File: src/rtl/seg_display_arbiter_pkg.sv
// -----------------------------------------------------------------------------
// seg_display_arbiter_pkg
// Shared definitions for the seven-segment display arbiter:
//   - state_e     : arbiter FSM encodings (idle, granted to source 0 / 1)
//   - SEG_BLANK   : all segments dark (active-low)
//   - GLYPH_TABLE : active-low segment patterns for nibbles 0..F,
//                   bit order {g, f, e, d, c, b, a}
// -----------------------------------------------------------------------------
package seg_display_arbiter_pkg;

   typedef enum logic [1:0] {
      S_IDLE = 2'd0,
      S_GNT0 = 2'd1,
      S_GNT1 = 2'd2
   } state_e;

   localparam logic [6:0] SEG_BLANK = 7'h7F;

   // Digits 0-9, then hex glyphs A, b, C, d, E, F.
   localparam logic [6:0] GLYPH_TABLE [16] = '{
      7'h40, 7'h79, 7'h24, 7'h30, 7'h19, 7'h12, 7'h02, 7'h78,
      7'h00, 7'h10, 7'h08, 7'h03, 7'h46, 7'h21, 7'h06, 7'h0E
   };

endpackage

File: src/rtl/seg_display_arbiter_if.sv
// -----------------------------------------------------------------------------
// seg_display_arbiter_if
// Bundles the two requester channels and the display pins.
//   master : requester / board side (drives requests and data, sees grants
//            and pins)
//   slave  : the arbiter (consumes requests and data, drives grants and pins)
// Signals:
//   i_w_req0/1   request level, i_w_data0/1 16-bit value (nibble k -> digit k),
//   i_w_dp0/1    decimal points (bit k -> digit k, 1 = lit),
//   o_r_gnt0/1   registered grants, o_r_AN0..3 anodes (active-low),
//   o_r_CA..CG, o_r_DP segment cathodes (active-low).
// -----------------------------------------------------------------------------
interface seg_display_arbiter_if;

   logic        i_w_req0;
   logic [15:0] i_w_data0;
   logic [3:0]  i_w_dp0;
   logic        i_w_req1;
   logic [15:0] i_w_data1;
   logic [3:0]  i_w_dp1;

   logic        o_r_gnt0;
   logic        o_r_gnt1;
   logic        o_r_AN0, o_r_AN1, o_r_AN2, o_r_AN3;
   logic        o_r_CA, o_r_CB, o_r_CC, o_r_CD, o_r_CE, o_r_CF, o_r_CG;
   logic        o_r_DP;

   modport master (
      output i_w_req0, i_w_data0, i_w_dp0,
      output i_w_req1, i_w_data1, i_w_dp1,
      input  o_r_gnt0, o_r_gnt1,
      input  o_r_AN0, o_r_AN1, o_r_AN2, o_r_AN3,
      input  o_r_CA, o_r_CB, o_r_CC, o_r_CD, o_r_CE, o_r_CF, o_r_CG,
      input  o_r_DP
   );

   modport slave (
      input  i_w_req0, i_w_data0, i_w_dp0,
      input  i_w_req1, i_w_data1, i_w_dp1,
      output o_r_gnt0, o_r_gnt1,
      output o_r_AN0, o_r_AN1, o_r_AN2, o_r_AN3,
      output o_r_CA, o_r_CB, o_r_CC, o_r_CD, o_r_CE, o_r_CF, o_r_CG,
      output o_r_DP
   );

endinterface

File: src/rtl/seg_display_arbiter_hex_to_7seg.sv
// -----------------------------------------------------------------------------
// hex_to_7seg
// Combinational nibble to seven-segment decoder, active-low outputs.
//   nibble_i : 4-bit value 0..F
//   seg_o    : {g, f, e, d, c, b, a}, 0 = segment lit
// -----------------------------------------------------------------------------
module hex_to_7seg
   import seg_display_arbiter_pkg::*;
(
   input  logic [3:0] nibble_i,
   output logic [6:0] seg_o
);

   assign seg_o = GLYPH_TABLE[nibble_i];

endmodule

File: src/rtl/seg_display_arbiter.sv
// -----------------------------------------------------------------------------
// seg_display_arbiter
// Shares one 4-digit multiplexed seven-segment display between a
// high-priority alert source (0) and a normal source (1). Grants change only
// at frame boundaries (slot wrap with digit 3 -> 0); a granted source-1 frame
// is held at least HOLD_FRAMES frames before source 0 may preempt it.
// Each digit slot starts with BLANK_CYCLES of dark anodes to avoid ghosting.
// Ports:
//   i_w_clk   : system clock
//   i_w_reset : asynchronous active-high reset
//   bus       : requester channels and display pins (slave modport)
// -----------------------------------------------------------------------------
module seg_display_arbiter
   import seg_display_arbiter_pkg::*;
#(
   parameter int SCAN_DIV     = 50000,
   parameter int BLANK_CYCLES = 1000,
   parameter int HOLD_FRAMES  = 4
) (
   input  logic                  i_w_clk,
   input  logic                  i_w_reset,
   seg_display_arbiter_if.slave  bus
);

   localparam int SLOT_W = $clog2(SCAN_DIV);
   // One extra code point so the counter can hold the saturation value itself.
   localparam int HOLD_W = $clog2(HOLD_FRAMES + 1);

   localparam logic [SLOT_W-1:0] SLOT_LAST = SLOT_W'(SCAN_DIV - 1);
   localparam logic [SLOT_W-1:0] BLANK_END = SLOT_W'(BLANK_CYCLES);
   localparam logic [HOLD_W-1:0] HOLD_MAX  = HOLD_W'(HOLD_FRAMES);

   state_e              state_q, state_d;
   logic [SLOT_W-1:0]   slot_q,  slot_d;
   logic [1:0]          digit_q, digit_d;
   logic [HOLD_W-1:0]   hold_q,  hold_d;
   logic                gnt0_q,  gnt0_d;
   logic                gnt1_q,  gnt1_d;
   logic [3:0]          an_q,    an_d;
   logic [6:0]          seg_q,   seg_d;
   logic                dp_q,    dp_d;

   logic                slot_wrap;
   logic                frame_end;
   logic [15:0]         src_data;
   logic [3:0]          src_dp;
   logic [3:0]          nibble;
   logic [6:0]          glyph;

   assign slot_wrap = (slot_q == SLOT_LAST);
   assign frame_end = slot_wrap && (digit_q == 2'd3);

   // Arbitration: evaluated only on the frame-boundary cycle.
   // NOTE: every signal assigned in an always_comb gets a default first, so no
   // path through the block leaves it unassigned and no latch is inferred.
   always_comb begin
      state_d = state_q;
      if (frame_end) begin
         case (state_q)
            S_IDLE: begin
               if (bus.i_w_req0)      state_d = S_GNT0;
               else if (bus.i_w_req1) state_d = S_GNT1;
            end
            S_GNT0: begin
               if (!bus.i_w_req0) state_d = bus.i_w_req1 ? S_GNT1 : S_IDLE;
            end
            S_GNT1: begin
               if (!bus.i_w_req1)
                  state_d = bus.i_w_req0 ? S_GNT0 : S_IDLE;
               else if (bus.i_w_req0 && (hold_q >= HOLD_MAX))
                  state_d = S_GNT0;
            end
            default: state_d = S_IDLE;
         endcase
      end
   end

   // Scan and hold counters.
   always_comb begin
      slot_d  = slot_wrap ? '0 : slot_q + 1'b1;
      digit_d = slot_wrap ? digit_q + 2'd1 : digit_q;
      hold_d  = hold_q;
      if (frame_end) begin
         if (state_d != state_q)    hold_d = '0;
         else if (hold_q < HOLD_MAX) hold_d = hold_q + 1'b1;
      end
   end

   // Source selection follows the next state, so the digit latched on a
   // grant-change edge already comes from the new owner.
   assign src_data = (state_d == S_GNT0) ? bus.i_w_data0 : bus.i_w_data1;
   assign src_dp   = (state_d == S_GNT0) ? bus.i_w_dp0   : bus.i_w_dp1;
   assign nibble   = src_data[{digit_d, 2'b00} +: 4];

   hex_to_7seg u_hex_to_7seg (
      .nibble_i (nibble),
      .seg_o    (glyph)
   );

   // Output next-state: segments latch once per slot, anodes track the
   // blanking window of the slot the counter is entering.
   always_comb begin
      seg_d  = seg_q;
      dp_d   = dp_q;
      an_d   = 4'hF;
      gnt0_d = (state_d == S_GNT0);
      gnt1_d = (state_d == S_GNT1);
      if (slot_wrap) begin
         if (state_d == S_IDLE) begin
            seg_d = SEG_BLANK;
            dp_d  = 1'b1;
         end else begin
            seg_d = glyph;
            dp_d  = ~src_dp[digit_d];
         end
      end
      if ((state_d != S_IDLE) && (slot_d >= BLANK_END)) an_d[digit_d] = 1'b0;
   end

   // NOTE: sequential state uses non-blocking assignments only, so every
   // register samples the pre-edge value of the others regardless of order.
   always_ff @(posedge i_w_clk or posedge i_w_reset) begin
      if (i_w_reset) begin
         state_q <= S_IDLE;
         slot_q  <= '0;
         digit_q <= '0;
         hold_q  <= '0;
         gnt0_q  <= 1'b0;
         gnt1_q  <= 1'b0;
         an_q    <= 4'hF;
         seg_q   <= SEG_BLANK;
         dp_q    <= 1'b1;
      end else begin
         state_q <= state_d;
         slot_q  <= slot_d;
         digit_q <= digit_d;
         hold_q  <= hold_d;
         gnt0_q  <= gnt0_d;
         gnt1_q  <= gnt1_d;
         an_q    <= an_d;
         seg_q   <= seg_d;
         dp_q    <= dp_d;
      end
   end

   assign bus.o_r_gnt0 = gnt0_q;
   assign bus.o_r_gnt1 = gnt1_q;
   assign bus.o_r_AN0  = an_q[0];
   assign bus.o_r_AN1  = an_q[1];
   assign bus.o_r_AN2  = an_q[2];
   assign bus.o_r_AN3  = an_q[3];
   assign bus.o_r_CA   = seg_q[0];
   assign bus.o_r_CB   = seg_q[1];
   assign bus.o_r_CC   = seg_q[2];
   assign bus.o_r_CD   = seg_q[3];
   assign bus.o_r_CE   = seg_q[4];
   assign bus.o_r_CF   = seg_q[5];
   assign bus.o_r_CG   = seg_q[6];
   assign bus.o_r_DP   = dp_q;

endmodule

File: src/flat_wrapper.sv
// flat-port wrapper written by rule: the top's interface ports become plain ports
module seg_display_arbiter_flat import seg_display_arbiter_pkg::*;
#(
   parameter int SCAN_DIV     = 50000,
   parameter int BLANK_CYCLES = 1000,
   parameter int HOLD_FRAMES  = 4
)
  (i_w_clk, i_w_reset, bus_i_w_req0, bus_i_w_data0, bus_i_w_dp0, bus_i_w_req1, bus_i_w_data1, bus_i_w_dp1, bus_o_r_gnt0, bus_o_r_gnt1, bus_o_r_AN0, bus_o_r_AN1, bus_o_r_AN2, bus_o_r_AN3, bus_o_r_CA, bus_o_r_CB, bus_o_r_CC, bus_o_r_CD, bus_o_r_CE, bus_o_r_CF, bus_o_r_CG, bus_o_r_DP);
  seg_display_arbiter_if bus_i ();
  input  logic i_w_clk;
  input  logic i_w_reset;
  input wire logic [$bits(bus_i.i_w_req0)-1:0] bus_i_w_req0;
  input wire logic [$bits(bus_i.i_w_data0)-1:0] bus_i_w_data0;
  input wire logic [$bits(bus_i.i_w_dp0)-1:0] bus_i_w_dp0;
  input wire logic [$bits(bus_i.i_w_req1)-1:0] bus_i_w_req1;
  input wire logic [$bits(bus_i.i_w_data1)-1:0] bus_i_w_data1;
  input wire logic [$bits(bus_i.i_w_dp1)-1:0] bus_i_w_dp1;
  output wire logic [$bits(bus_i.o_r_gnt0)-1:0] bus_o_r_gnt0;
  output wire logic [$bits(bus_i.o_r_gnt1)-1:0] bus_o_r_gnt1;
  output wire logic [$bits(bus_i.o_r_AN0)-1:0] bus_o_r_AN0;
  output wire logic [$bits(bus_i.o_r_AN1)-1:0] bus_o_r_AN1;
  output wire logic [$bits(bus_i.o_r_AN2)-1:0] bus_o_r_AN2;
  output wire logic [$bits(bus_i.o_r_AN3)-1:0] bus_o_r_AN3;
  output wire logic [$bits(bus_i.o_r_CA)-1:0] bus_o_r_CA;
  output wire logic [$bits(bus_i.o_r_CB)-1:0] bus_o_r_CB;
  output wire logic [$bits(bus_i.o_r_CC)-1:0] bus_o_r_CC;
  output wire logic [$bits(bus_i.o_r_CD)-1:0] bus_o_r_CD;
  output wire logic [$bits(bus_i.o_r_CE)-1:0] bus_o_r_CE;
  output wire logic [$bits(bus_i.o_r_CF)-1:0] bus_o_r_CF;
  output wire logic [$bits(bus_i.o_r_CG)-1:0] bus_o_r_CG;
  output wire logic [$bits(bus_i.o_r_DP)-1:0] bus_o_r_DP;
  assign bus_i.i_w_req0 = bus_i_w_req0;
  assign bus_i.i_w_data0 = bus_i_w_data0;
  assign bus_i.i_w_dp0 = bus_i_w_dp0;
  assign bus_i.i_w_req1 = bus_i_w_req1;
  assign bus_i.i_w_data1 = bus_i_w_data1;
  assign bus_i.i_w_dp1 = bus_i_w_dp1;
  assign bus_o_r_gnt0 = bus_i.o_r_gnt0;
  assign bus_o_r_gnt1 = bus_i.o_r_gnt1;
  assign bus_o_r_AN0 = bus_i.o_r_AN0;
  assign bus_o_r_AN1 = bus_i.o_r_AN1;
  assign bus_o_r_AN2 = bus_i.o_r_AN2;
  assign bus_o_r_AN3 = bus_i.o_r_AN3;
  assign bus_o_r_CA = bus_i.o_r_CA;
  assign bus_o_r_CB = bus_i.o_r_CB;
  assign bus_o_r_CC = bus_i.o_r_CC;
  assign bus_o_r_CD = bus_i.o_r_CD;
  assign bus_o_r_CE = bus_i.o_r_CE;
  assign bus_o_r_CF = bus_i.o_r_CF;
  assign bus_o_r_CG = bus_i.o_r_CG;
  assign bus_o_r_DP = bus_i.o_r_DP;
  seg_display_arbiter #(.SCAN_DIV(SCAN_DIV), .BLANK_CYCLES(BLANK_CYCLES), .HOLD_FRAMES(HOLD_FRAMES)) u_core (.i_w_clk(i_w_clk), .i_w_reset(i_w_reset), .bus(bus_i));
endmodule
File: config.mk
export PLATFORM = sky130hd
export DESIGN_NAME = seg_display_arbiter_flat
export DESIGN_NICKNAME = d
export VERILOG_FILES = /design/src/rtl/seg_display_arbiter_pkg.sv /design/src/rtl/seg_display_arbiter_if.sv /design/src/rtl/seg_display_arbiter_hex_to_7seg.sv /design/src/rtl/seg_display_arbiter.sv /design/src/flat_wrapper.sv
export SDC_FILE = /design/constraint.sdc
export NUM_CORES = 1
export LEC_CHECK = 0
export BUFFER_PORTS_ARGS = -buffer_cell sky130_fd_sc_hd__buf_2
export CORE_MARGIN = 2
export CORE_UTILIZATION = 34
export CTS_BUF_LIST = sky130_fd_sc_hd__clkbuf_8
export CTS_CLUSTER_DIAMETER = 60
export DETAILED_ROUTE_END_ITERATION = 8
export GPL_TIMING_DRIVEN = 0
export PLACE_DENSITY = 0.58
export SYNTH_ARGS = -nofsm -noshare
export SYNTH_HDL_FRONTEND = slang
export SYNTH_SLANG_ARGS = --single-unit
File: constraint.sdc
create_clock -name i_w_clk -period 5.55 [get_ports i_w_clk]
set_clock_uncertainty 0.2 [all_clocks]
set_input_delay 0.8325 -clock i_w_clk [delete_from_list [all_inputs] [get_ports i_w_clk]]
set_output_delay 0.8325 -clock i_w_clk [all_outputs]
set_load 0.005 [all_outputs]
# Word level (Yosys, flattened, before mapping)
# Memories as Yosys holds them, arrays and structs flattened.
# Index checks and enable logic that the tools add are counted.
[op_classes]
addsub = 3
mul = 0
div = 0
order_cmp = 6
n_eq_ne = 7
n_shift = 1
muxes = 24
n_bitwise = 3
reduce_logical = 9
[op_table]
columns = ["operator", "count"]
rows = [
  ["two-way mux 16 bit", 2],
  ["two-way mux 7 bit", 3],
  ["adder 16 x 1 -> 16 bit, second input constant", 1],
  ["== test 16 bit, second input constant", 1],
  [">= comparator 16 x 10 -> 1 bit, second input constant", 1],
  ["two-way mux 2 bit", 8],
  ["indexed part select 16 x 5 -> 4 bit", 1],
  ["two-way mux 4 bit", 2],
  ["== test 2 bit, second input constant", 3],
  ["two-way mux 3 bit", 2],
  ["one-hot mux 2 bit (3 select lines)", 1],
  [">= comparator 5 bit, second input constant", 1],
  ["inverter 4 -> 5 bit", 1],
  ["== test 2 x 1 -> 1 bit, second input constant", 2],
  ["logical AND 1 bit", 4],
  ["zero test 2 bit", 2],
  ["two-way mux 1 bit", 4],
  ["inverter 4 bit", 1],
  ["nonzero test 2 bit", 2],
  ["adder 3 x 1 -> 3 bit, second input constant", 1],
  [">= comparator 3 bit, second input constant", 1],
  ["less-than comparator 2 x 3 -> 1 bit, second input constant", 1],
  ["less-than comparator 3 bit, second input constant", 1],
  ["adder 2 x 1 -> 2 bit, second input constant", 1],
  ["other kinds (6)", 6],
]
[word_totals]
ff_bits = 37
latchBits = 0
ram_bits = 0
romBits = 112
inputBits = 44
elab_cells = 63
n_memories = 1
[memory_table]
columns = ["memory", "words", "width", "rd", "rd_clocked_by_memory_dff", "wr", "line", "rtl"]
rows = [
  ["(name not given)", 16, 7, 1, 0, 0, "seg_display_arbiter_hex_to_7seg.sv:14", "assign seg_o = GLYPH_TABLE[nibble_i];"],
]

# Logic depth before layout (Yosys ltp)
# Gate-level depths: netlist of run 1.
[logic_depth]
word_depth = 14
ltp_mapped = 17
mapped_depth_nobuf = 14

# Hierarchy
# Synthesis of run 1 repeated with hierarchy kept, for this count alone.
[hier_totals]
cells_unflattened = 254
area_unflattened_um2 = 2518.7
[modules_own_cells]
columns = ["mod", "n_inst", "cells_per_inst", "area_per_inst_um2", "seq_area_each_um2"]
rows = [
  ["seg_display_arbiter", 1, 219, 2270.9, 940.9],
  ["hex_to_7seg", 1, 35, 247.7, 0.0],
]

# Worst setup path after synthesis of run 1
# No wires, ideal clock.
[synth_timing]
path_kind = "register -> register"
startpoint = "register u_core.slot_q[0]"
endpoint = "register u_core.seg_q[2]"
setup_time_ns = 0.077
arrival_ns = 3.263
required_time_ns = 5.273
slack_ns = 2.010
path_stages_with_launch = 16
n_path_buf = 3
period_less_slack_ns = 3.540
cell_sequence = "dfrtp_1 > ha_1 > and3_1 > buf_4 > and3_2 > and3_1 > buf_4 > xnor2_4 > inv_2 > buf_2 > mux4_2 > mux2i_4 > inv_1 > ha_1 > or3_1 > a31oi_1"
[synth_between]
word_cells_on_any_way = 13
[synth_rtl]
columns = ["item", "line", "rtl"]
rows = [
  ["from (decl)", "seg_display_arbiter.sv:34", "logic [SLOT_W-1:0] slot_q, slot_d;"],
  ["from (signal assigned)", "seg_display_arbiter.sv:135", "slot_q <= slot_d;"],
  ["== test 16 bit", "seg_display_arbiter.sv:50", "assign slot_wrap = (slot_q == SLOT_LAST);"],
  ["two-way mux 2 bit", "seg_display_arbiter.sv:81", "digit_d = slot_wrap ? digit_q + 2'd1 : digit_q;"],
  ["named net u_core.digit_d[0]", "seg_display_arbiter.sv:35", "logic [1:0] digit_q, digit_d;"],
  ["indexed part select 16 x 5 -> 4 bit", "seg_display_arbiter.sv:93", "assign nibble = src_data[{digit_d, 2'b00} +: 4];"],
  ["inverter 4 -> 5 bit (not written as such)", "seg_display_arbiter_hex_to_7seg.sv:14", ""],
  ["memory read (16 x 7 bit)", "-", ""],
  ["two-way mux 7 bit (not written as such) (2 in series)", "seg_display_arbiter_hex_to_7seg.sv:14", ""],
  ["two-way mux 7 bit", "seg_display_arbiter.sv:109", "if (state_d == S_IDLE) begin"],
  ["to (signal assigned)", "seg_display_arbiter.sv:141", "seg_q <= seg_d;"],
  ["to (decl)", "seg_display_arbiter.sv:40", "logic [6:0] seg_q, seg_d;"],
]
# The timed path passes the listed nets, and every way through them passes these cells. The select of a mux whose other input is x is not followed.
# A chain may end at the register's enable or synchronous reset.

# Worst setup path in the final report of run 1
# Same ends and word-level chain as after synthesis.

==> out/metrics.cfg, run 1 <==
[status]
status=completed

[floorplan]
dieArea_mm2=0.00790
rows=30
coreArea_mm2=0.00687
initial_core_util_pct=35.7
die_h_um=88.9
boundaryPins=58
dieWidth_um=88.9

[timing]
slew_headroom_pct=19.1
setup_tns_ns=0
worst_pin_slew_ns=1.20
finalCriticalPeriod_ns=3.96
holdWs_ns=0.268
drv_slew=0
timing.final.crit_share_pct=71.3
final-setup-viol-count=0
final-hold-violation-count=0
rsz0062_at_grt=false
fmax_mhz=253

[layout]
areaGrowthSynthToFinish_pct=20.5
nNetsFinal=356
utilization_pct=43.0
num_antenna_cells=0
final_area_mm2=0.00295
drive_above_1_share_pct=33.9

[setup_path]
crit_arrival_ns=3.97
critPathMaxFanout=10
cp-start-kind=flop
worstRegToRegCells=15
crit_path_end_kind=flop
crit_required_ns=5.56
path_class=flop to flop

[yosys]
ys_seq_area_share_pct=38.4
ys_top_cells_by_area=dfrtp_1 26%, dfstp_2 13%, ha_1 4.6%, mux4_2 3.7%, nand3_1 3.3%
synthArstFlopShare_pct=100
mappedNetlistNets=292
syn_avg_cell_area_um2=10.3
yosys_warnings=0
synth_edf_count=0
syn-instance-count=239
ys_types=59
synth.most_common_cell=dfrtp_1
yosys_register_bits=37
syn_area_mm2=0.00245
yosys-top-cells-count=25 x dfrtp_1, 17 x nor2_1, 16 x nand3_1
synth_top_cell_by_area=dfrtp_1
yosys.area.top_type_share_pct=25.5
yosys_most_used_dff=dfrtp_1

[clock_tree]
cts.clk_slew.worst_paths_ns=0.08
cts_tree=done
cts_buffer_depth=2
htreeDepth=2
postCtsResizedCells=0
clock_latency_ns=0.29
cts_sinks=37
cts_setup_buffers=0
clockRootBuffer=clkbuf_8
hold_buffers=0
cts_buffers=5

[route]
vias=2025
routed_wl_mm=5.71
drtIter0Drc=80
dr.pass1.iters=4
drc=0
post_drt_wl_per_cell_um=14.3
via_per_inst=5.06
ant_nets=0

[power_and_ir_drop]
p_sw_uw=125
internal_power_uw=395
pwr-share-comb_pct=9.1
irDropWorstVdd_mv=0.101
leakagePower_uw=0.00132
switching_share_pct=24.0
finalPower_uw=519
powerDensity_mw_per_mm2=176
seqPwrFrac_pct=52.1
clkPwrFrac_pct=38.8

[worst_hold_path]
hp-class=flop to flop
hold_path_depth=1

[global_routing]
antenna_found_initial=0
track_usage_pct=15.0
grt_max_degree=38
overflow=0
grt_pass1_wl_mm=9.21
grt_pass1_vias=1892

[placed_design]
portBuffers=57
dp_hpwl_mm=4.17
gp_congestion=0.823
place_area_mm2=0.00286

[job]
cap_viol_max_count=0

-- final cells by class --
type | instances | area, um2
timing repair buffer | 57 | 285
sequential | 37 | 941
inverter | 15 | 56.3
buffer | 14 | 103
clock buffer | 6 | 82.6
tap | 96 | 120
multi-input combinational | 173 | 1350
fill | 688 | 3920
clock inverter | 2 | 13.8
-- path summary, 6_finish.rpt --
kind,start,end,slack [ns]
min in group asynchronous,i_w_reset,u_core.slot_q[10]$_DFF_PP0_,0.49
max reg2reg,u_core.slot_q[0]$_DFF_PP0_,u_core.seg_q[2]$_DFFE_PP1N_,1.59
max in group asynchronous,i_w_reset,u_core.bus.o_r_gnt0$_DFF_PP0_,4.16
max,u_core.slot_q[0]$_DFF_PP0_,u_core.seg_q[2]$_DFFE_PP1N_,1.59
min reg2reg,u_core.slot_q[0]$_DFF_PP0_,u_core.slot_q[0]$_DFF_PP0_,0.27
min,u_core.slot_q[0]$_DFF_PP0_,u_core.slot_q[0]$_DFF_PP0_,0.27
-- power by group through the flow --
stage               registers [uW]  clock network (uW)  logic (uW)
floorplan                      275                   0        26.4
detailed placement             275                   0        47.5
global placement               275                   0        46.2
global route                   271                 218        53.1
CTS                            270                 211        47.7
finish                         270                 202        47.2
-- metal layers --
metal | wire [um] | track usage [%] | part of all wire, %
met5 | 0 | 0 | 0
met2 | 2690 | 21.8 | 47
met1 | 2740 | 22.7 | 48
met4 | 76 | 5.79 | 1.3
met3 | 202 | 1.94 | 3.5
-- flip-flops by register name, indices dropped and copies added, names as in the netlist --
| name | flops |
|---|---|
| u_core.slot_q | 16 |
| u_core.seg_q | 7 |
| u_core.an_q | 4 |
| u_core.hold_q | 3 |
| u_core.digit_q | 2 |
| u_core.state_q | 2 |
| u_core.bus.o_r_DP | 1 |
| u_core.bus.o_r_gnt0 | 1 |
| u_core.bus.o_r_gnt1 | 1 |
-- cells by family after synthesis --
kind of cell / synth area share, %
buffers and inverters: 6.48
muxes: 10.6
AOI/OAI and AO/OA: 15.8
DFF: 38.4
xor gates and xnor gates: 7.20
adders and majority gates: 4.59
and+or+nand+nor: 16.9
-- critical path: stages, from the launching register on --
cell and delay, ns:
dfrtp_1 0.40, ha_1 0.25, and3_1 0.20, buf_4 0.15, and3_2 0.21, and3_1 0.16, buf_4 0.18, xnor2_4 0.26
inv_2 0.09, buf_2 0.21, mux4_2 0.34, mux2i_4 0.32, inv_1 0.11, ha_1 0.24, or3_1 0.37, a31oi_1 0.19
-- cell usage in the layout, fill, tap and decap left out, types with 5 or more instances in the layout --
cell type and instances:
nor2_1 17, o21ai_0 13, xor2_1 8, dfrtp_1 25
inv_1 11, o2111ai_1 8, clkbuf_8 6, xnor2_1 9
dfstp_2 12, ha_1 9, buf_2 58, mux2i_1 5
nand3_1 16, and3_1 8, nand2_1 14
-- per-stage QoR --
step	setup WS [ns]	cells
final	1.59	400
after global routing	1.38	400
after CTS	1.58	400
after detailed placement	1.62	392
after global placement	1.66	392
after floorplan	2.01	239
Power figures use the tool's default switching activity.
==> inputs of run 2 (changes only) <==
ABC_AREA = 1   (was default)
PLACE_DENSITY = 0.59   (was 0.58)
clock period = 3.6 ns   (was 5.55 ns; I/O delays follow)
==> run 2 against run 1 <==
  * Utilization shrank 1.4 points
  * Design area grew 14%
  * First-iteration DRC count is 29% higher
  * Sequential power up 54%
  * Setup slack got worse by 1.2 ns
  * Via count increased by 28%
  * Global-route usage fell by 0.12 points
  * Critical path type unchanged
  * Critical endpoint is now u_core.seg_q[4]$_DFFE_PP1N_
  * Largest cell class unchanged
==> out/metrics.cfg, run 2 <==
[status]
status=completed

[yosys]
synth.most_common_cell=nand2_1
ys_seq_area_share_pct=33.5  ; -4.9 points
syn-instance-count=396  ; +66%
synth_edf_count=0  ; unchanged
yosys_register_bits=37  ; unchanged
syn_area_mm2=0.00281  ; +14%
yosys_warnings=0  ; unchanged
syn_avg_cell_area_um2=7.09  ; -31%
mappedNetlistNets=449  ; +54%
yosys-top-cells-count=89 x nand2_1, 69 x inv_1, 42 x nor2_1
yosys_most_used_dff=dfrtp_1
ys_types=38  ; -36%
synthArstFlopShare_pct=100  ; unchanged
ys_top_cells_by_area=dfrtp_1 22%, nand2_1 12%, dfstp_2 11%, inv_1 9.2%, nand3_1 7.1%
synth_top_cell_by_area=dfrtp_1
yosys.area.top_type_share_pct=22.3  ; -3.2 points

[placed_design]
dp_hpwl_mm=4.95  ; +19%
portBuffers=57  ; unchanged
place_area_mm2=0.00325  ; +14%
dpl.cell_count=559  ; +43%
gp_congestion=0.890  ; +8.1%

[route]
wl_met1_mm=2.75  ; +0.44%
via_per_inst=4.56  ; -9.8%
vias=2588  ; +28%
drtIter0Drc=103  ; +29%
routed.top_layer=met4
drc=0  ; unchanged
routed_wl_mm=6.20  ; +8.7%
ant_nets=0  ; unchanged
dr_wl_met2_mm=3.04  ; +13%
dr.pass1.iters=4  ; unchanged
post_drt_wl_per_cell_um=10.9  ; -23%
wl_met3_um=251  ; +24%

[floorplan]
dieWidth_um=94.9  ; +6.7%
dieArea_mm2=0.00900  ; +14%
rows=33  ; +10%
coreArea_mm2=0.00809  ; +18%
initial_core_util_pct=34.7  ; -1.0 points
die_h_um=94.9  ; +6.7%
boundaryPins=58  ; unchanged

[power_and_ir_drop]
clkPwrFrac_pct=41.8  ; +3.0 points
switching_share_pct=23.0  ; -0.99 points
irDropWorstVdd_mv=0.200  ; +98%
seqPwrFrac_pct=48.7  ; -3.4 points
pwr-share-comb_pct=9.6  ; +0.5 points
powerDensity_mw_per_mm2=254  ; +45%
p_sw_uw=197  ; +58%
leakagePower_uw=0.00184  ; +39%
internal_power_uw=658  ; +67%

[clock_tree]
cts_buffers=5  ; unchanged
htreeDepth=2  ; unchanged
cts_tree=done
cts.clk_slew.worst_paths_ns=0.08  ; about the same
postCtsResizedCells=0  ; unchanged
cts_sinks=37  ; unchanged
clockRootBuffer=clkbuf_8
clock_latency_ns=0.29  ; about the same
hold_buffers=0  ; unchanged
cts_setup_buffers=0  ; unchanged
cts_buffer_depth=2  ; unchanged

[setup_path]
cp-start-kind=flop
crit_path_end_kind=flop
crit_required_ns=3.63  ; -1.93 ns
crit_arrival_ns=3.29  ; -0.68 ns
critPathMaxFanout=10  ; unchanged
crit_top_cell=nand3_1
crit_family=simple AND/OR/NAND/NOR gates
crit_buf_inv=2  ; -3
path_cells=ha_1 > nand2_2 > nor2_4 > nand3_2 > nor2_2 > nand3_1 > nand2_2 > inv_2 > nand2_4 > buf_6 > nand2_1 > nand3_1 > nand2_1 > a21oi_1 > ha_1 > nand3_1 > o21ai_0 > nor2_1 > nor2_1
critPathMaxStageDelay_ns=0.37  ; -0.03 ns
r2r_slack_ns=0.34  ; -1.25 ns
path_class=flop to flop
slowest_stage=dfrtp_1

[global_routing]
antenna_found_initial=0  ; unchanged
grt_pass1_wl_mm=10.6  ; +15%
grt_max_degree=23  ; -39%
track_usage_pct=14.9  ; -0.12 points
grt_pass1_vias=2426  ; +28%
overflow=0  ; unchanged

[timing]
fmax_mhz=307  ; +22%
setup_tns_ns=0  ; unchanged
finalCriticalPeriod_ns=3.26  ; -0.702 ns
slew_headroom_pct=53.1  ; +34 points
drv_slew=0  ; unchanged
worst_pin_slew_ns=0.702  ; -0.496 ns
rsz0062_at_grt=false
final-setup-viol-count=0  ; unchanged
timing.final.crit_share_pct=90.5  ; +19 points
holdWs_ns=0.156  ; -0.112 ns
final-hold-violation-count=0  ; unchanged

[layout]
regArea_um2=941  ; unchanged
multiInputGateArea_mm2=0.00152  ; +12%
num_antenna_cells=0  ; unchanged
final_common_cell=nand2_1
fillCellCount=876  ; +27%
final_area_mm2=0.00336  ; +14%
largest_register_ffs=16  ; unchanged
nNetsFinal=514  ; +44%
drive_above_1_share_pct=28.8  ; -5.1 points
regMostFlops=u_core.slot_q
final_cell_mix=89 x nand2_1, 70 x inv_1, 58 x buf_2
reg.largest.list=u_core.slot_q: 16 flops, u_core.seg_q: 7 flops, u_core.an_q: 4 flops
stdcell_count=567  ; +42%
areaGrowthSynthToFinish_pct=19.8

[job]
cap_viol_max_count=0  ; unchanged

[worst_hold_path]
hp-class=input port to async pin

run 2: final cells by class:
| class | count | area share [%] |
|---|---|---|
| Clock buffer | 5 | 2.05 |
| Buffer | 4 | 0.930 |
| Multi-Input combinational cell | 274 | 45.2 |
| Inverter | 81 | 9.34 |
| Sequential cell | 37 | 28.0 |
| Timing Repair Buffer | 58 | 9.30 |
| Clock inverter | 3 | 1.27 |
| Tap cell | 105 | 3.91 |
run 2: worst paths after layout:
path / cells after the start / endpoint / startpoint
setup / recovery: 19 / u_core.seg_q[4]$_DFFE_PP1N_ / u_core.slot_q[0]$_DFF_PP0_
setup reg to reg: 19 / u_core.seg_q[4]$_DFFE_PP1N_ / u_core.slot_q[0]$_DFF_PP0_
hold / removal: 2 / u_core.slot_q[0]$_DFF_PP0_ / i_w_reset
max in group asynchronous: 3 / u_core.an_q[2]$_DFF_PP1_ / i_w_reset
hold reg to reg: 1 / u_core.slot_q[0]$_DFF_PP0_ / u_core.slot_q[0]$_DFF_PP0_
min in group i_w_clk: 1 / u_core.slot_q[0]$_DFF_PP0_ / u_core.slot_q[0]$_DFF_PP0_
run 2: routing by layer:
layer,track usage (%),up-vias
met2,25.9,65
met3,2.87,16
met4,6.76,0
li1,-,1363
met5,0,-
met1,17.8,1144
run 2: cells by family (layout without fill, tap and decap cells):
family / count (synthesis) / in the layout / share of synthesized area (%)
and+or+nand+nor: 222 / 222 / 39.1
buffers and inverters: 85 / 151 / 12.3
DFF: 37 / 37 / 33.5
AOI/OAI and AO/OA: 33 / 33 / 7.31
xor gates and xnor gates: 10 / 10 / 3.79
adders and majority gates: 9 / 9 / 4.01
run 2: per-stage QoR:
step	setup slack (ns)	utilization, %	total power [uW]
after floorplan	0.837	-	470
after global placement	0.369	39.8	502
after detailed placement	0.316	40.2	507
after CTS	0.308	41.5	865
after global routing	0.0356	41.5	895
final	0.342	41.5	855
run 2: power groups by stage:
stage / logic, uW / clock network [uW] / registers, uW
finish: 81.9 / 357 / 416
global route: 94.0 / 385 / 416
CTS: 83.5 / 365 / 416
detailed placement: 83.3 / 0 / 424
global placement: 78.5 / 0 / 424
floorplan: 46.4 / 0 / 424
==> inputs of run 3 (changes only) <==
PLACE_DENSITY = 0.57   (was 0.59)
clock period = 3.5 ns   (was 3.6 ns; I/O delays follow)
==> run 3 against run 2 <==
  * Clock-buffer cell count up 1
  * Register-to-register slack about the same
  * Routed wire length down 1.1%
  * Setup slack better by 0.0021 ns
  * Sequential share of layout area up 0.13 points
  * First-iteration DRC count down 44%
  * Fmax up 3.2%
  * Via count down 2.9%
  * Largest cell class unchanged
==> out/metrics.cfg, run 3 (synthesis gave the netlist of run 2 again) <==
[setup_path]
crit_end=u_core.seg_q[0]$_DFFE_PP1N_
path_class=flop to flop
crit_arrival_ns=3.19  ; -0.10 ns
crit_path_end_kind=flop
worstRegToRegCells=19  ; unchanged
cp-startpoint=u_core.slot_q[0]$_DFF_PP0_
critPathMaxStageDelay_ns=0.38  ; about the same
r2r_end=u_core.seg_q[0]$_DFFE_PP1N_
critPathMaxFanout=10  ; unchanged
r2r_slack_ns=0.34  ; about the same
cp-start-kind=flop
crit_top_cell=nand3_1
r2r_start=u_core.slot_q[0]$_DFF_PP0_
slowest_stage=dfrtp_1
path_cells=ha_1 > nand2_2 > nor2_4 > nand3_2 > nor2_2 > nand3_1 > nand2_2 > inv_2 > nand2_4 > buf_6 > nand2_1 > nand3_1 > nand2_1 > a21oi_2 > ha_1 > nand3_1 > a21oi_1 > nor2_1 > nor2_1
crit_required_ns=3.53  ; -0.10 ns

[timing]
setup_tns_ns=0  ; unchanged
fmax_mhz=317  ; +3.2%
worst_slack_ns=0.344  ; +0.00206 ns
timing.final.crit_share_pct=90.2  ; -0.33 points
drv_slew=0  ; unchanged
final-hold-violation-count=0  ; unchanged
slew_headroom_pct=48.4  ; -4.7 points
holdWs_ns=0.169  ; +0.0133 ns
rsz0062_at_grt=false
worst_pin_slew_ns=0.772  ; +0.0702 ns
final-setup-viol-count=0  ; unchanged
finalCriticalPeriod_ns=3.16  ; -0.102 ns

[placed_design]
portBuffers=57  ; unchanged
gp_congestion=0.876  ; -1.5%
dpl.cell_count=558  ; -0.18%
dp_hpwl_mm=4.88  ; -1.5%
pre_cts_ws_ns=0.242  ; -0.0735 ns

[layout]
fillCellCount=867  ; -1.0%
areaGrowthSynthToFinish_pct=19.3
final_cell_mix=89 x nand2_1, 68 x inv_1, 58 x buf_2
regMostFlops=u_core.slot_q
utilization_pct=41.4  ; -0.19 points
largest_register_ffs=16  ; unchanged
stdcell_count=566  ; -0.18%
final_common_cell=nand2_1
nNetsFinal=513  ; -0.19%
num_antenna_cells=0  ; unchanged
reg.largest.list=u_core.slot_q: 16 flops, u_core.seg_q: 7 flops, u_core.an_q: 4 flops
drive_above_1_share_pct=29.3  ; +0.50 points

[power_and_ir_drop]
leakagePower_uw=0.00183  ; -0.83%
internal_power_uw=695  ; +5.5%
powerDensity_mw_per_mm2=268  ; +5.5%
seqPwrFrac_pct=47.7  ; -1.0 points
p_sw_uw=203  ; +3.3%
irDropWorstVdd_mv=0.186  ; -7.0%
clkPwrFrac_pct=43.3  ; +1.5 points
pwr-share-comb_pct=9.0  ; -0.6 points
switching_share_pct=22.6  ; -0.38 points

[route]
drtIter0Drc=58  ; -44%
post_drt_wl_per_cell_um=10.8  ; -0.94%
routed_wl_mm=6.13  ; -1.1%
drc=0  ; unchanged
via_per_inst=4.44  ; -2.7%
ant_nets=0  ; unchanged
dr.pass1.iters=4  ; unchanged
vias=2513  ; -2.9%

[clock_tree]
cts.clk_slew.worst_paths_ns=0.08  ; about the same
htreeDepth=2  ; unchanged
cts_buffer_depth=2  ; unchanged
clock_latency_ns=0.29  ; about the same
hold_buffers=0  ; unchanged
cts_sinks=37  ; unchanged
clockRootBuffer=clkbuf_8
cts_buffers=5  ; unchanged
cts_setup_buffers=0  ; unchanged
cts_tree=done
postCtsResizedCells=0  ; unchanged

[floorplan]
dieWidth_um=94.9  ; unchanged
die_h_um=94.9  ; unchanged
dieArea_mm2=0.00900  ; unchanged
rows=33  ; unchanged
boundaryPins=58  ; unchanged
coreArea_mm2=0.00809  ; unchanged
initial_core_util_pct=34.7  ; unchanged

[worst_hold_path]
hp-class=input port to async pin

[global_routing]
antenna_found_initial=0  ; unchanged
track_usage_pct=15.0  ; +0.054 points
grt_pass1_wl_mm=10.7  ; +1.6%
grt_pass1_vias=2374  ; -2.1%
overflow=0  ; unchanged
grt_max_degree=38  ; +65%

[status]
status=completed

[job]
cap_viol_max_count=0  ; unchanged

## run 3: layer usage
layer | up-vias | global-route usage (%) | wire length [um]
met5 | - | 0 | 0
met4 | 0 | 5.19 | 115
met3 | 9 | 2.71 | 231
met2 | 49 | 24.5 | 2910
met1 | 1090 | 19.8 | 2870
li1 | 1365 | - | -
## run 3: cell type report
type | instances | area [um2] | share of cell area (%)
inverter | 81 | 314 | 9.38
sequential | 37 | 941 | 28.1
tap | 105 | 131 | 3.93
multi-input combinational | 274 | 1520 | 45.5
clock inverter | 2 | 37.5 | 1.12
timing repair buffer | 57 | 285 | 8.52
buffer | 4 | 31.3 | 0.935
clock buffer | 6 | 82.6 | 2.47
## run 3: metrics by stage
step | total power, uW | area [um2]
after CTS | 912 | 3340
final | 898 | 3350
after global placement | 517 | 3220
after floorplan | 483 | 2810
after detailed placement | 518 | 3220
after global routing | 947 | 3350
## run 3: worst max-delay path, delay by kind of cell (launching register included)
kind                       cells  cell delay (ns)
and+or+nand+nor               13             1.43
adders and majority gates      2             0.47
DFF                            1             0.38
AOI/OAI and AO/OA              2             0.40
buffers and inverters          2             0.22
## run 3: worst min-delay path by stage
| stage | startpoint | to | depth (start not counted) |
|---|---|---|---|
| 2_1_floorplan | u_core.slot_q[0]$_DFF_PP0_ | u_core.slot_q[0]$_DFF_PP0_ | 1 |
| 3_3_place_gp | u_core.slot_q[0]$_DFF_PP0_ | u_core.slot_q[0]$_DFF_PP0_ | 1 |
| 3_5_place_dp | u_core.slot_q[0]$_DFF_PP0_ | u_core.slot_q[0]$_DFF_PP0_ | 1 |
| 4_1_cts | i_w_reset | u_core.slot_q[10]$_DFF_PP0_ | 2 |
| 5_1_grt | i_w_reset | u_core.slot_q[8]$_DFF_PP0_ | 2 |
| 6_report | i_w_reset | u_core.slot_q[0]$_DFF_PP0_ | 2 |
## run 3: power groups by stage
stage          Clock (uW)  Combinational, uW  Sequential, uW
3_5_place_dp            0               81.9             436
6_report              389               81.2             428
4_1_cts               402               82.3             428
5_1_grt               425               93.9             428
3_3_place_gp            0               81.1             436
2_1_floorplan           0               47.7             436
